`config.mk`:
```
export PLATFORM = sky130hd
export DESIGN_NAME = divider_flat
export DESIGN_NICKNAME = d
export VERILOG_FILES = /design/src/rtl/divider_pkg.sv /design/src/rtl/divider_if.sv /design/src/rtl/divider_subtractor.sv /design/src/rtl/divider.sv /design/src/flat_wrapper.sv
export SDC_FILE = /design/constraint.sdc
export NUM_CORES = 1
export LEC_CHECK = 0
export BUFFER_PORTS_ARGS = -buffer_cell sky130_fd_sc_hd__buf_2
export CAP_MARGIN = 40
export CORE_ASPECT_RATIO = 1.5
export CORE_MARGIN = 2
export CORE_UTILIZATION = 45
export DETAILED_ROUTE_END_ITERATION = 16
export PLACE_DENSITY = 0.71
export SETUP_SLACK_MARGIN = 0.05
export SLEW_MARGIN = 30
export SYNTH_ARGS = -nofsm -noshare
export SYNTH_HDL_FRONTEND = slang
export SYNTH_HIERARCHICAL = 1
export SYNTH_SLANG_ARGS = --single-unit
```
`constraint.sdc`:
```
create_clock -name clock -period 5.3 [get_ports clock]
set_input_delay 1.06 -clock clock [delete_from_list [all_inputs] [get_ports clock]]
set_output_delay 1.06 -clock clock [all_outputs]
set_load 0.02 [all_outputs]
```
`src/rtl/divider_pkg.sv`:
```
// Shared widths and FSM state type for the restoring divider.
// DIVIDER_ERRCHK_EN (in divider.sv) enables the divide-by-zero/overflow check.
package divider_pkg;
  localparam int N_BITS     = 8;
  localparam int COUNT_W    = 3;
  localparam int DIVIDEND_W = 2 * N_BITS;

  typedef enum logic [1:0] {
    IDLE = 2'd0,
    RUN  = 2'd1,
    DONE = 2'd2
  } div_state_t;
endpackage

```
`src/rtl/divider_if.sv`:
```
// Operand/result bundle between a requester (master) and the divider (slave).
interface divider_if;
  import divider_pkg::*;

  // start is sampled only while ready=1. The cycle in which start=1 and ready=1 at a
  // rising edge captures dividend/divisor. done pulses for one cycle when quotient,
  // remainder and err are updated. Those outputs then hold until the next completion.
  logic                  start;
  logic [DIVIDEND_W-1:0] dividend;
  logic [N_BITS-1:0]     divisor;
  logic [N_BITS-1:0]     quotient;
  logic [N_BITS-1:0]     remainder;
  logic                  ready;
  logic                  done;
  logic                  err;

  modport master (
    output start, dividend, divisor,
    input  quotient, remainder, ready, done, err
  );

  modport slave (
    input  start, dividend, divisor,
    output quotient, remainder, ready, done, err
  );
endinterface

```
`src/rtl/divider_subtractor.sv`:
```
// Combinational 9-bit minus 8-bit step used by each restoring-divide iteration.
module subtractor
  import divider_pkg::*;
(
  input  logic [N_BITS:0]   i_a,
  input  logic [N_BITS-1:0] i_b,
  output logic [N_BITS-1:0] o_diff,
  output logic              o_borrow
);
  // Only the low bits of the difference are kept; a borrow means i_a < i_b.
  assign o_borrow = (i_a < {1'b0, i_b});
  assign o_diff   = i_a[N_BITS-1:0] - i_b;
endmodule

```
`src/rtl/divider.sv`:
```
// Sequential shift-subtract (restoring) divider: 16/8 -> 8-bit quotient and remainder.
// Define DIVIDER_ERRCHK_EN to flag divide-by-zero/overflow with a 1-cycle error response.
module divider
  import divider_pkg::*;
(
  input  logic       clock,
  input  logic       reset,
  divider_if.slave   bus,
  output div_state_t o_dbg_state
);
  div_state_t          r_state;
  div_state_t          w_next;
  logic [N_BITS-1:0]   r_a;
  logic [N_BITS-1:0]   r_q;
  logic [N_BITS-1:0]   r_m;
  logic [COUNT_W-1:0]  r_count;
  logic [N_BITS-1:0]   r_quotient;
  logic [N_BITS-1:0]   r_remainder;
  logic                r_done;

  logic                w_accept;
  logic                w_bad;
  logic                w_last;
  logic [N_BITS:0]     w_shift;
  logic [N_BITS-1:0]   w_diff;
  logic                w_borrow;
  logic [N_BITS-1:0]   w_a_next;
  logic [N_BITS-1:0]   w_q_next;

  assign w_accept = bus.start && (r_state != RUN);
  assign w_last   = (r_state == RUN) && (r_count == COUNT_W'(N_BITS - 1));

`ifdef DIVIDER_ERRCHK_EN
  logic r_err;
  // Quotient only fits in N_BITS when the high half of the dividend is below the divisor.
  assign w_bad = (bus.divisor == '0) ||
                 (bus.dividend[DIVIDEND_W-1:N_BITS] >= bus.divisor);
`else
  assign w_bad = 1'b0;
`endif

  // {A,Q} shifted left one place; the carry-out of A lands in the 9th bit.
  assign w_shift = {r_a, r_q[N_BITS-1]};

  subtractor u_sub (
    .i_a      (w_shift),
    .i_b      (r_m),
    .o_diff   (w_diff),
    .o_borrow (w_borrow)
  );

  assign w_a_next = w_borrow ? w_shift[N_BITS-1:0] : w_diff;
  assign w_q_next = {r_q[N_BITS-2:0], ~w_borrow};

  always_comb begin
    w_next = r_state;
    unique case (r_state)
      IDLE: if (w_accept) w_next = w_bad ? DONE : RUN;
      RUN:  if (w_last)   w_next = DONE;
      DONE: begin
        if (w_accept) w_next = w_bad ? DONE : RUN;
        else          w_next = IDLE;
      end
      default: w_next = IDLE;
    endcase
  end

  always_ff @(posedge clock) begin
    if (reset) begin
      r_state     <= IDLE;
      r_a         <= '0;
      r_q         <= '0;
      r_m         <= '0;
      r_count     <= '0;
      r_quotient  <= '0;
      r_remainder <= '0;
      r_done      <= 1'b0;
`ifdef DIVIDER_ERRCHK_EN
      r_err       <= 1'b0;
`endif
    end else begin
      r_state <= w_next;
      r_done  <= 1'b0;
      if (w_accept) begin
        r_a     <= bus.dividend[DIVIDEND_W-1:N_BITS];
        r_q     <= bus.dividend[N_BITS-1:0];
        r_m     <= bus.divisor;
        r_count <= '0;
`ifdef DIVIDER_ERRCHK_EN
        if (w_bad) begin
          r_quotient  <= '1;
          r_remainder <= '1;
          r_err       <= 1'b1;
          r_done      <= 1'b1;
        end
`endif
      end else if (r_state == RUN) begin
        r_a     <= w_a_next;
        r_q     <= w_q_next;
        r_count <= r_count + 1'b1;
        if (w_last) begin
          r_quotient  <= w_q_next;
          r_remainder <= w_a_next;
          r_done      <= 1'b1;
`ifdef DIVIDER_ERRCHK_EN
          r_err       <= 1'b0;
`endif
        end
      end
    end
  end

  assign bus.ready     = (r_state != RUN);
  assign bus.done      = r_done;
  assign bus.quotient  = r_quotient;
  assign bus.remainder = r_remainder;
`ifdef DIVIDER_ERRCHK_EN
  assign bus.err       = r_err;
`else
  assign bus.err       = 1'b0;
`endif
  assign o_dbg_state   = r_state;
endmodule

```
`src/flat_wrapper.sv`:
```
// flat-port wrapper written by rule: the top's interface ports become plain ports
module divider_flat import divider_pkg::*;
  (clock, reset, o_dbg_state, bus_start, bus_dividend, bus_divisor, bus_quotient, bus_remainder, bus_ready, bus_done, bus_err);
  divider_if bus_i ();
  input  logic clock;
  input  logic reset;
  output div_state_t o_dbg_state;
  input wire logic [$bits(bus_i.start)-1:0] bus_start;
  input wire logic [$bits(bus_i.dividend)-1:0] bus_dividend;
  input wire logic [$bits(bus_i.divisor)-1:0] bus_divisor;
  output wire logic [$bits(bus_i.quotient)-1:0] bus_quotient;
  output wire logic [$bits(bus_i.remainder)-1:0] bus_remainder;
  output wire logic [$bits(bus_i.ready)-1:0] bus_ready;
  output wire logic [$bits(bus_i.done)-1:0] bus_done;
  output wire logic [$bits(bus_i.err)-1:0] bus_err;
  assign bus_i.start = bus_start;
  assign bus_i.dividend = bus_dividend;
  assign bus_i.divisor = bus_divisor;
  assign bus_quotient = bus_i.quotient;
  assign bus_remainder = bus_i.remainder;
  assign bus_ready = bus_i.ready;
  assign bus_done = bus_i.done;
  assign bus_err = bus_i.err;
  divider u_core (.clock(clock), .reset(reset), .bus(bus_i), .o_dbg_state(o_dbg_state));
endmodule
```
==> impl_metrics.tcl, run 1 <==
set metrics [dict create \
    outcome "finished clean" \
    min_period_over_period 0.600 \
    rsz0062_at_grt "no" \
    worst_slew_pin_slew_ns 0.770 \
    grt_busiest_layer "met2" \
    power_w 0.000859 \
    worst_slack_ns 2.12 \
    via_count 1819 \
    peakVddDrop_v 0.000238 \
    synth_edf_count 0 \
    cp.arrival_ns 2.12 \
    wirelength_mm 4.91 \
    cts_resized 0 \
    startpoint_type "flip-flop" \
    hold_viol_final 0 \
    ios 48 \
    r2r_setup_slack_ns 2.82 \
    leakage_nw 1.13 \
    final.setup_skew_ns 0.00551 \
    grt_max_degree 27 \
    power_per_cell_area_mw_per_mm2 342 \
    antenna_found_initial 0 \
    start_util 0.458 \
    gr-usage-all-layers 0.195 \
    fmax_mhz 314 \
    cts.sink_count 46 \
    synth_common_cells "46 x dfxtp_1, 18 x mux2i_1, 17 x a21oi_1" \
    rr_startpoint "u_core/r_m[1]$_SDFFE_PP0N_" \
    grt_overflow 0 \
    yosysMostFrequentCell "dfxtp_1" \
    reg2reg_to "u_core/r_a[1]$_SDFFE_PP0P_" \
    htreeDepth 2 \
    crit_fanout 21 \
    synth_area_leaders "dfxtp_1 42%, mux2i_1 8.2%, ha_1 5.7%" \
    core_mm2 0.00477 \
    row_count 31 \
    postCtsSetupBuffers 0 \
    numPortBuffers 46 \
    syn_avg_cell_area_um2 9.38 \
    die_h_um 89.4 \
    met3_usage 0.0362 \
    async_flop_share 0 \
    crit_type "reg2out" \
    clkTransAtPathRegs_ns 0.08 \
    setup_viol 0 \
    yosys_warnings 6 \
    wl_per_cell_um 14.6 \
    grt_util_met1 0.217 \
    remaining_drc_errors 0 \
    hpwl_mm 3.64 \
    cts_hold_buf 0 \
    timing.final.crit_period_ns 3.18 \
    ys_types 42 \
    numCtsBuffers 5 \
    grt_pass1_vias 1774 \
    area_delta_synth_final_pct 14.8 \
    syn_nets 271 \
    use_met2 0.342 \
    netlist.area_leader.share 0.421 \
    root_buffer "clkbuf_8" \
    slew_viol_final 0 \
    max_slew_margin 0.484 \
    synth.cell_area_mm2 0.00219 \
    drtIter0Drc 29 \
    yosys_most_used_dff "dfxtp_1" \
    worstSetupStartpoint "u_core/o_dbg_state[0]$_SDFFE_PP0P_" \
    endpoint "bus_ready" \
    synth_area_leader_cell "dfxtp_1" \
    cts_tree "done" \
    place_ws_ns 2.44 \
    finalSetupTns_ns 0 \
    cap_violations 0 \
    cts_buffer_depth 2 \
    required_ns 4.24 \
    clock_latency_ns 0.30 \
    ys_ff_latch 46 \
    gp_congestion 0.815 \
    routed_via_density 5.41 \
    diodes 0 \
    dieArea_mm2 0.00544 \
    dieWidth_um 60.9 \
    hp-class "reg2reg" \
    postRouteAntennaNets 0 \
    ys_seq_area_frac 0.421 \
    synthCells 233 \
    worstRegToRegCells 9 \
    critPathCaptureType "output port" \
    drive_above_1_share 0.241 \
    postLayoutCoreUtil 0.526 \
    grt_pass1_wl_mm 7.88 \
    nets 307 \
    dr.pass1.iters 4 \
]
==> area by class of cell <==
type,instances,area [µm²]
Clock buffer,7,96.3
Clock inverter,1,8.76
Fill cell,476,2260
Inverter,15,58.8
Multi-Input combinational cell,154,1100
Sequential cell,46,921
Tap cell,66,82.6
Timing Repair Buffer,47,238
==> layout by cell type (no fill, tap or decap), drive strengths merged, types with 4 or more instances in the layout <==
master   netlist  layout
nand3          9       9
clkbuf         6       7
ha            10      10
mux2i         18      18
o2bb2ai        7       7
o22ai          8       8
a211oi         9       9
dfxtp         46      46
nand2         11      11
a22o           7       7
a21oi         19      19
buf           12      47
nor3           6       6
xnor2          4       4
inv           15      15
o21ai          9       9
nor2          15      15
==> sequential cells by signal, indices dropped and copies added, names as in the netlist <==
name	flops
u_core/bus.quotient	8
u_core/o_dbg_state	2
u_core/bus.remainder	8
u_core/bus.done	1
u_core/r_count	3
u_core/r_a	8
u_core/r_m	8
u_core/r_q	8
==> layer usage <==
metal  part of all wire  routed length, µm
met1               0.39               1910
met2               0.52               2580
met3              0.047                233
met4              0.038                186
met5                  0                  0
==> report_power, final <==
part           switching [W]  internal [W]
logic               0.000135      0.000106
registers          0.0000163      0.000366
clock network       0.000117      0.000120
==> critical path, cell delays in order, from the launching register on <==
cell     delay, ns
dfxtp_1       0.35
nor2b_2       0.66
inv_1         0.52
buf_2         0.29
==> per-stage QoR <==
step | cell area, µm² | hold WS, ns | std cells
CTS | 2510 | 0.471 | 336
finish | 2510 | 0.472 | 336
global placement | 2400 | 0.444 | 327
global route | 2510 | 0.483 | 336
detailed placement | 2400 | 0.450 | 328
floorplan | 2190 | 0.454 | 233
==> how the worst min path moves through the flow <==
stage,startpoint,to,cells after the start
after floorplan,u_core/r_m[1]$_SDFFE_PP0N_,u_core/r_m[1]$_SDFFE_PP0N_,2
after CTS,u_core/bus.remainder[6]$_SDFFE_PP0P_,u_core/bus.remainder[6]$_SDFFE_PP0P_,1
final,u_core/bus.remainder[6]$_SDFFE_PP0P_,u_core/bus.remainder[6]$_SDFFE_PP0P_,1
after detailed placement,u_core/bus.remainder[6]$_SDFFE_PP0P_,u_core/bus.remainder[6]$_SDFFE_PP0P_,1
after global placement,u_core/bus.remainder[4]$_SDFFE_PP0P_,u_core/bus.remainder[4]$_SDFFE_PP0P_,1
after global routing,u_core/bus.remainder[6]$_SDFFE_PP0P_,u_core/bus.remainder[6]$_SDFFE_PP0P_,1
==> kinds of logic after synthesis <==
family | Yosys count | synth area share
compound gates | 70 | 0.219
mux | 18 | 0.0824
buf+inv | 33 | 0.0738
flops | 46 | 0.421
other cells | 1 | 0.00172
xor+xnor | 6 | 0.0240
fa+ha+maj | 11 | 0.0664
simple gates | 48 | 0.112
(Power assumes the default switching activity.)
==> run 2, diff against run 1 <==
Settings changed: PLACE_DENSITY 0.71 to 0.74.
Clock period 5.3 ns to 2.7 ns, I/O delays scaled along.
==> run 2 against run 1 <==
Combinational power rose by 100%. Power rose by 100%. Worst setup slack got worse by 1.6 ns. Critical path depth rose by 5. Global-route usage rose by 1.1 points. Non-clock buffer count rose by 5. Die area did not move. Sequential power rose by 96%. Via count rose by 1.8%. Routed wire length rose by 5.5%. Core utilization rose by 0.94 points. Critical path type is now reg2reg.
==> impl_metrics.tcl, run 2 (synthesis results as in run 1) <==
set metrics [dict create \
    slew_viol_final 0 \
    dr.pass1.iters 4 \
    comb_power_share 0.281 \
    cts_buffer_depth 2 \
    core_mm2 0.00477 \
    min_period_over_period 0.801 \
    power.internal_w 0.00124 \
    antenna_found_initial 0 \
    hpwl_mm 3.85 \
    grt_pass1_wl_mm 8.43 \
    cts_tree "done" \
    power_per_cell_area_mw_per_mm2 686 \
    wl_per_cell_um 15.2 \
    cp.arrival_ns 2.32 \
    numCtsBuffers 5 \
    area_delta_synth_final_pct 16.8 \
    dp.cells 333 \
    timing.final.crit_period_ns 2.16 \
    place_ws_ns 0.599 \
    via_count 1851 \
    clock_latency_ns 0.29 \
    net-switching-power_w 0.000516 \
    dieArea_mm2 0.00544 \
    grt_max_degree 23 \
    hold_viol_final 0 \
    cts_hold_buf 0 \
    final.setup_skew_ns 0.00673 \
    row_count 31 \
    start_util 0.458 \
    power_frac_clock 0.291 \
    postCtsSetupBuffers 0 \
    postRouteAntennaNets 0 \
    wirelength_mm 5.18 \
    fmax_mhz 462 \
    numPortBuffers 46 \
    leakage_nw 1.16 \
    dieWidth_um 60.9 \
    gr-usage-all-layers 0.206 \
    die_h_um 89.4 \
    finalSetupTns_ns 0 \
    peakVddDrop_v 0.000503 \
    root_buffer "clkbuf_8" \
    drtIter0Drc 33 \
    power_w 0.00175 \
    crit_type "reg2reg" \
    worst_slack_ns 0.537 \
    diodes 0 \
    hp-class "reg2reg" \
    final_cell_mix "46 x buf_2, 46 x dfxtp_1, 18 x mux2i_1, 17 x a21oi_1, 14 x nor2_1" \
    clkTransAtPathRegs_ns 0.08 \
    critPathCaptureType "flip-flop" \
    swShare 0.294 \
    gp_congestion 0.836 \
    htreeDepth 2 \
    cts.sink_count 46 \
    startpoint_type "flip-flop" \
    remaining_drc_errors 0 \
    rsz0062_at_grt "no" \
    ios 48 \
    nets 312 \
    outcome "finished clean" \
    grt_overflow 0 \
    p_seq_frac 0.428 \
    required_ns 2.86 \
    cap_violations 0 \
    routed_via_density 5.44 \
    cts_resized 0 \
    crit_fanout 5 \
    setup_viol 0 \
    fin_cells 340 \
    grt_pass1_vias 1788 \
    drive_above_1_share 0.252 \
]
## run 2: area by class of cell
cell class	instances	area, µm²
Fill cell	468	2220
Multi-Input combinational cell	154	1100
Sequential cell	46	921
Timing Repair Buffer	52	275
Clock buffer	6	82.6
Tap cell	66	82.6
Inverter	15	58.8
Clock inverter	1	30.0
## run 2: power groups by stage
stage / logic [W] / clock network [W] / registers [W]
2_1_floorplan: 0.000374 / 0 / 0.000757
3_3_place_gp: 0.000475 / 0 / 0.000764
3_5_place_dp: 0.000482 / 0 / 0.000765
4_1_cts: 0.000486 / 0.000524 / 0.000750
5_1_grt: 0.000538 / 0.000543 / 0.000754
6_report: 0.000493 / 0.000509 / 0.000750
## run 2: path summary, 6_finish.rpt
check | start | endpoint | slack [ns] | depth (start not counted)
max | u_core/r_a[0]$_SDFFE_PP0P_ | u_core/r_a[1]$_SDFFE_PP0P_ | 0.54 | 8
min | u_core/bus.remainder[5]$_SDFFE_PP0P_ | u_core/bus.remainder[5]$_SDFFE_PP0P_ | 0.47 | 1
min reg2reg | u_core/bus.remainder[5]$_SDFFE_PP0P_ | u_core/bus.remainder[5]$_SDFFE_PP0P_ | 0.47 | 1
max reg2reg | u_core/r_a[0]$_SDFFE_PP0P_ | u_core/r_a[1]$_SDFFE_PP0P_ | 0.54 | 8
## run 2: through the flow
stage	util	area (µm²)	hold slack (ns)
detailed placement	0.512	2440	0.446
global route	0.535	2550	0.480
global placement	0.512	2440	0.448
finish	0.535	2550	0.468
floorplan	-	2190	0.454
CTS	0.535	2550	0.453
## run 2: routing by layer
| metal | part of all wire | routed length, µm | vias up | global-route usage |
|---|---|---|---|---|
| met4 | 0.015 | 78 | 0 | 0.0553 |
| met3 | 0.036 | 188 | 9 | 0.0362 |
| met1 | 0.40 | 2080 | 877 | 0.240 |
| li1 | - | - | 909 | - |
| met5 | 0 | 0 | - | 0 |
| met2 | 0.55 | 2840 | 56 | 0.377 |
## run 2: critical path, cell delays in order (launching register included)
cell and delay (ns):
dfxtp_1 0.43, ha_1 0.26, nor2b_4 0.13, o2111ai_1 0.22
a31oi_1 0.17, nor3_2 0.17, buf_4 0.18, mux2i_1 0.32
o22ai_1 0.14
==> run 3, diff against run 2 <==
Clock period 2.7 ns to 1.9 ns, I/O delays scaled along.
==> run 3 against run 2 <==
The run now ends with setup timing left. Sequential power rose by 44%. Critical path depth rose by 1. First-iteration DRC count rose by 150%. Largest cell class unchanged. Highest routed layer unchanged.
==> impl_metrics.tcl, run 3 (synthesis results as in run 1) <==
set metrics [dict create \
    routed.top_layer "met4" \
    postLayoutCoreUtil 0.614 \
    peakVddDrop_v 0.000588 \
    timing.final.crit_period_ns 2.07 \
    cts_buffer_depth 2 \
    startpoint_type "flip-flop" \
    dieArea_mm2 0.00544 \
    routed_via_density 5.44 \
    crit_buf_inv 2 \
    remaining_drc_errors 0 \
    leakage_nw 1.25 \
    fmax_mhz 482 \
    worst_slack_ns -0.174 \
    clock_latency_ns 0.30 \
    dieWidth_um 60.9 \
    wirelength_mm 5.66 \
    area_delta_synth_final_pct 34.1 \
    setup_viol 16 \
    place_ws_ns -0.170 \
    holdPathEnd "u_core/r_q[2]$_SDFFE_PP0P_" \
    dp.cells 348 \
    crit_type "reg2reg" \
    dr.pass1.iters 4 \
    final.setup_skew_ns 0.0103 \
    postRouteAntennaNets 0 \
    antenna_found_initial 0 \
    numPortBuffers 46 \
    power_per_cell_area_mw_per_mm2 1020 \
    min_path_cells 3 \
    grt_max_degree 25 \
    rsz0062_at_grt "yes" \
    fin_cells 359 \
    required_ns 2.07 \
    rr_startpoint "u_core/r_m[1]$_SDFFE_PP0N_" \
    nets 330 \
    critPathCaptureType "flip-flop" \
    hp-start "bus_dividend[2]" \
    min_period_over_period 1.09 \
    grt_pass1_vias 1919 \
    core_mm2 0.00477 \
    start_util 0.458 \
    gp_congestion 0.873 \
    met2_length_mm 3.15 \
    cp.arrival_ns 2.24 \
    layout_commonest_cell "buf_2" \
    hpwl_mm 3.78 \
    hold_viol_final 0 \
    diodes 0 \
    dpl_cell_area_mm2 0.00256 \
    max_stage_delay_ns 0.33 \
    die_h_um 89.4 \
    final_cell_mix "46 x buf_2, 39 x dfxtp_1, 22 x buf_4, 17 x a21oi_1, 14 x nor2_1" \
    hp-class "in2reg" \
    critical_path.top_delay_family "compound AO/OA/AOI/OAI gates" \
    grt_overflow 0 \
    fin_area_mm2 0.00293 \
    grt_pass1_wl_mm 8.74 \
    cts_tree "done" \
    path_depth 9 \
    wl_per_cell_um 15.8 \
    wl_met3_um 231 \
    gr-usage-all-layers 0.215 \
    htreeDepth 2 \
    worstRegToRegCells 9 \
    numCtsBuffers 5 \
    worstPathCellList "inv_2, ha_4, nor2b_4, o2111ai_4, a31oi_4, nor3_4, buf_6, mux2i_4, o22ai_1" \
    reg2reg_to "u_core/r_a[2]$_SDFFE_PP0P_" \
    violations "setup timing" \
    wl_met1_mm 2.17 \
    crit_fanout 5 \
    via_count 1952 \
    cts.sink_count 46 \
    drive_above_1_share 0.406 \
    hold_slack_ns 0.316 \
    slew_viol_final 0 \
    row_count 31 \
    clkTransAtPathRegs_ns 0.09 \
    crit_slowest_cell "dfxtp_2" \
    root_buffer "clkbuf_8" \
    ios 48 \
    r2r_setup_slack_ns -0.17 \
    outcome "finished with violations" \
    drtIter0Drc 82 \
    cap_violations 0 \
]
run 3: changes by cell type in the layout (fill, tap and decap cells not counted), moves of 4 or more:
cell / before / now
dfxtp_2: 0 / 7
mux2i_4: 0 / 8
ha_1: 10 / 5
mux2i_1: 18 / 10
ha_4: 0 / 4
dfxtp_1: 46 / 39
buf_4: 6 / 22
run 3: routing by layer:
| layer | vias up | global-route usage |
|---|---|---|
| met1 | 927 | 0.240 |
| met4 | 0 | 0.0850 |
| met5 | - | 0 |
| met2 | 67 | 0.393 |
| li1 | 948 | - |
| met3 | 10 | 0.0391 |
run 3: timing repair:
item / 4_1_cts / 5_1_grt
hold buffers: 0 / 0
setup endpoints to repair: 16 / 17
setup buffers: 3 / 0
gates resized for setup: 21 / 24
pin swaps: 4 / 10
run 3: power by group:
part / switching [W] / leakage [nW] / internal [W] / total [W]
sequential: 0.0000572 / 0.378 / 0.00102 / 0.00108
combinational: 0.000581 / 0.822 / 0.000612 / 0.00119
clock: 0.000326 / 0.0514 / 0.000393 / 0.000718
run 3: tightest hold or removal path, cell delays in order:
cell      delay (ns)
buf_2           0.09
nand2_1         0.04
a211oi_1        0.05
run 3: worst max path at each step:
stage | endpoint | start
2_1_floorplan | u_core/r_a[6]$_SDFFE_PP0P_ | u_core/r_q[7]$_SDFFE_PP0P_
3_3_place_gp | u_core/r_a[2]$_SDFFE_PP0P_ | u_core/r_m[1]$_SDFFE_PP0N_
3_5_place_dp | u_core/r_a[0]$_SDFFE_PP0P_ | u_core/r_m[1]$_SDFFE_PP0N_
4_1_cts | u_core/r_a[3]$_SDFFE_PP0P_ | u_core/r_m[1]$_SDFFE_PP0N_
5_1_grt | u_core/r_a[3]$_SDFFE_PP0P_ | u_core/r_m[1]$_SDFFE_PP0N_
6_report | u_core/r_a[2]$_SDFFE_PP0P_ | u_core/r_m[1]$_SDFFE_PP0N_
run 3: stage by stage:
| step | total power, W | TNS [ns] |
|---|---|---|
| after floorplan | 0.00161 | 0 |
| after global placement | 0.00183 | -1.20 |
| after detailed placement | 0.00183 | -1.78 |
| after CTS | 0.00273 | -0.0558 |
| after global routing | 0.00313 | -2.95 |
| final | 0.00299 | -1.61 |
run 3: area by class of cell:
cell class / count / area (µm²)
Multi-Input combinational cell: 154 / 1330
Tap cell: 66 / 82.6
Sequential cell: 46 / 930
Fill cell: 403 / 1840
Timing Repair Buffer: 70 / 418
Clock inverter: 2 / 37.5
Clock buffer: 6 / 72.6
Inverter: 15 / 58.8
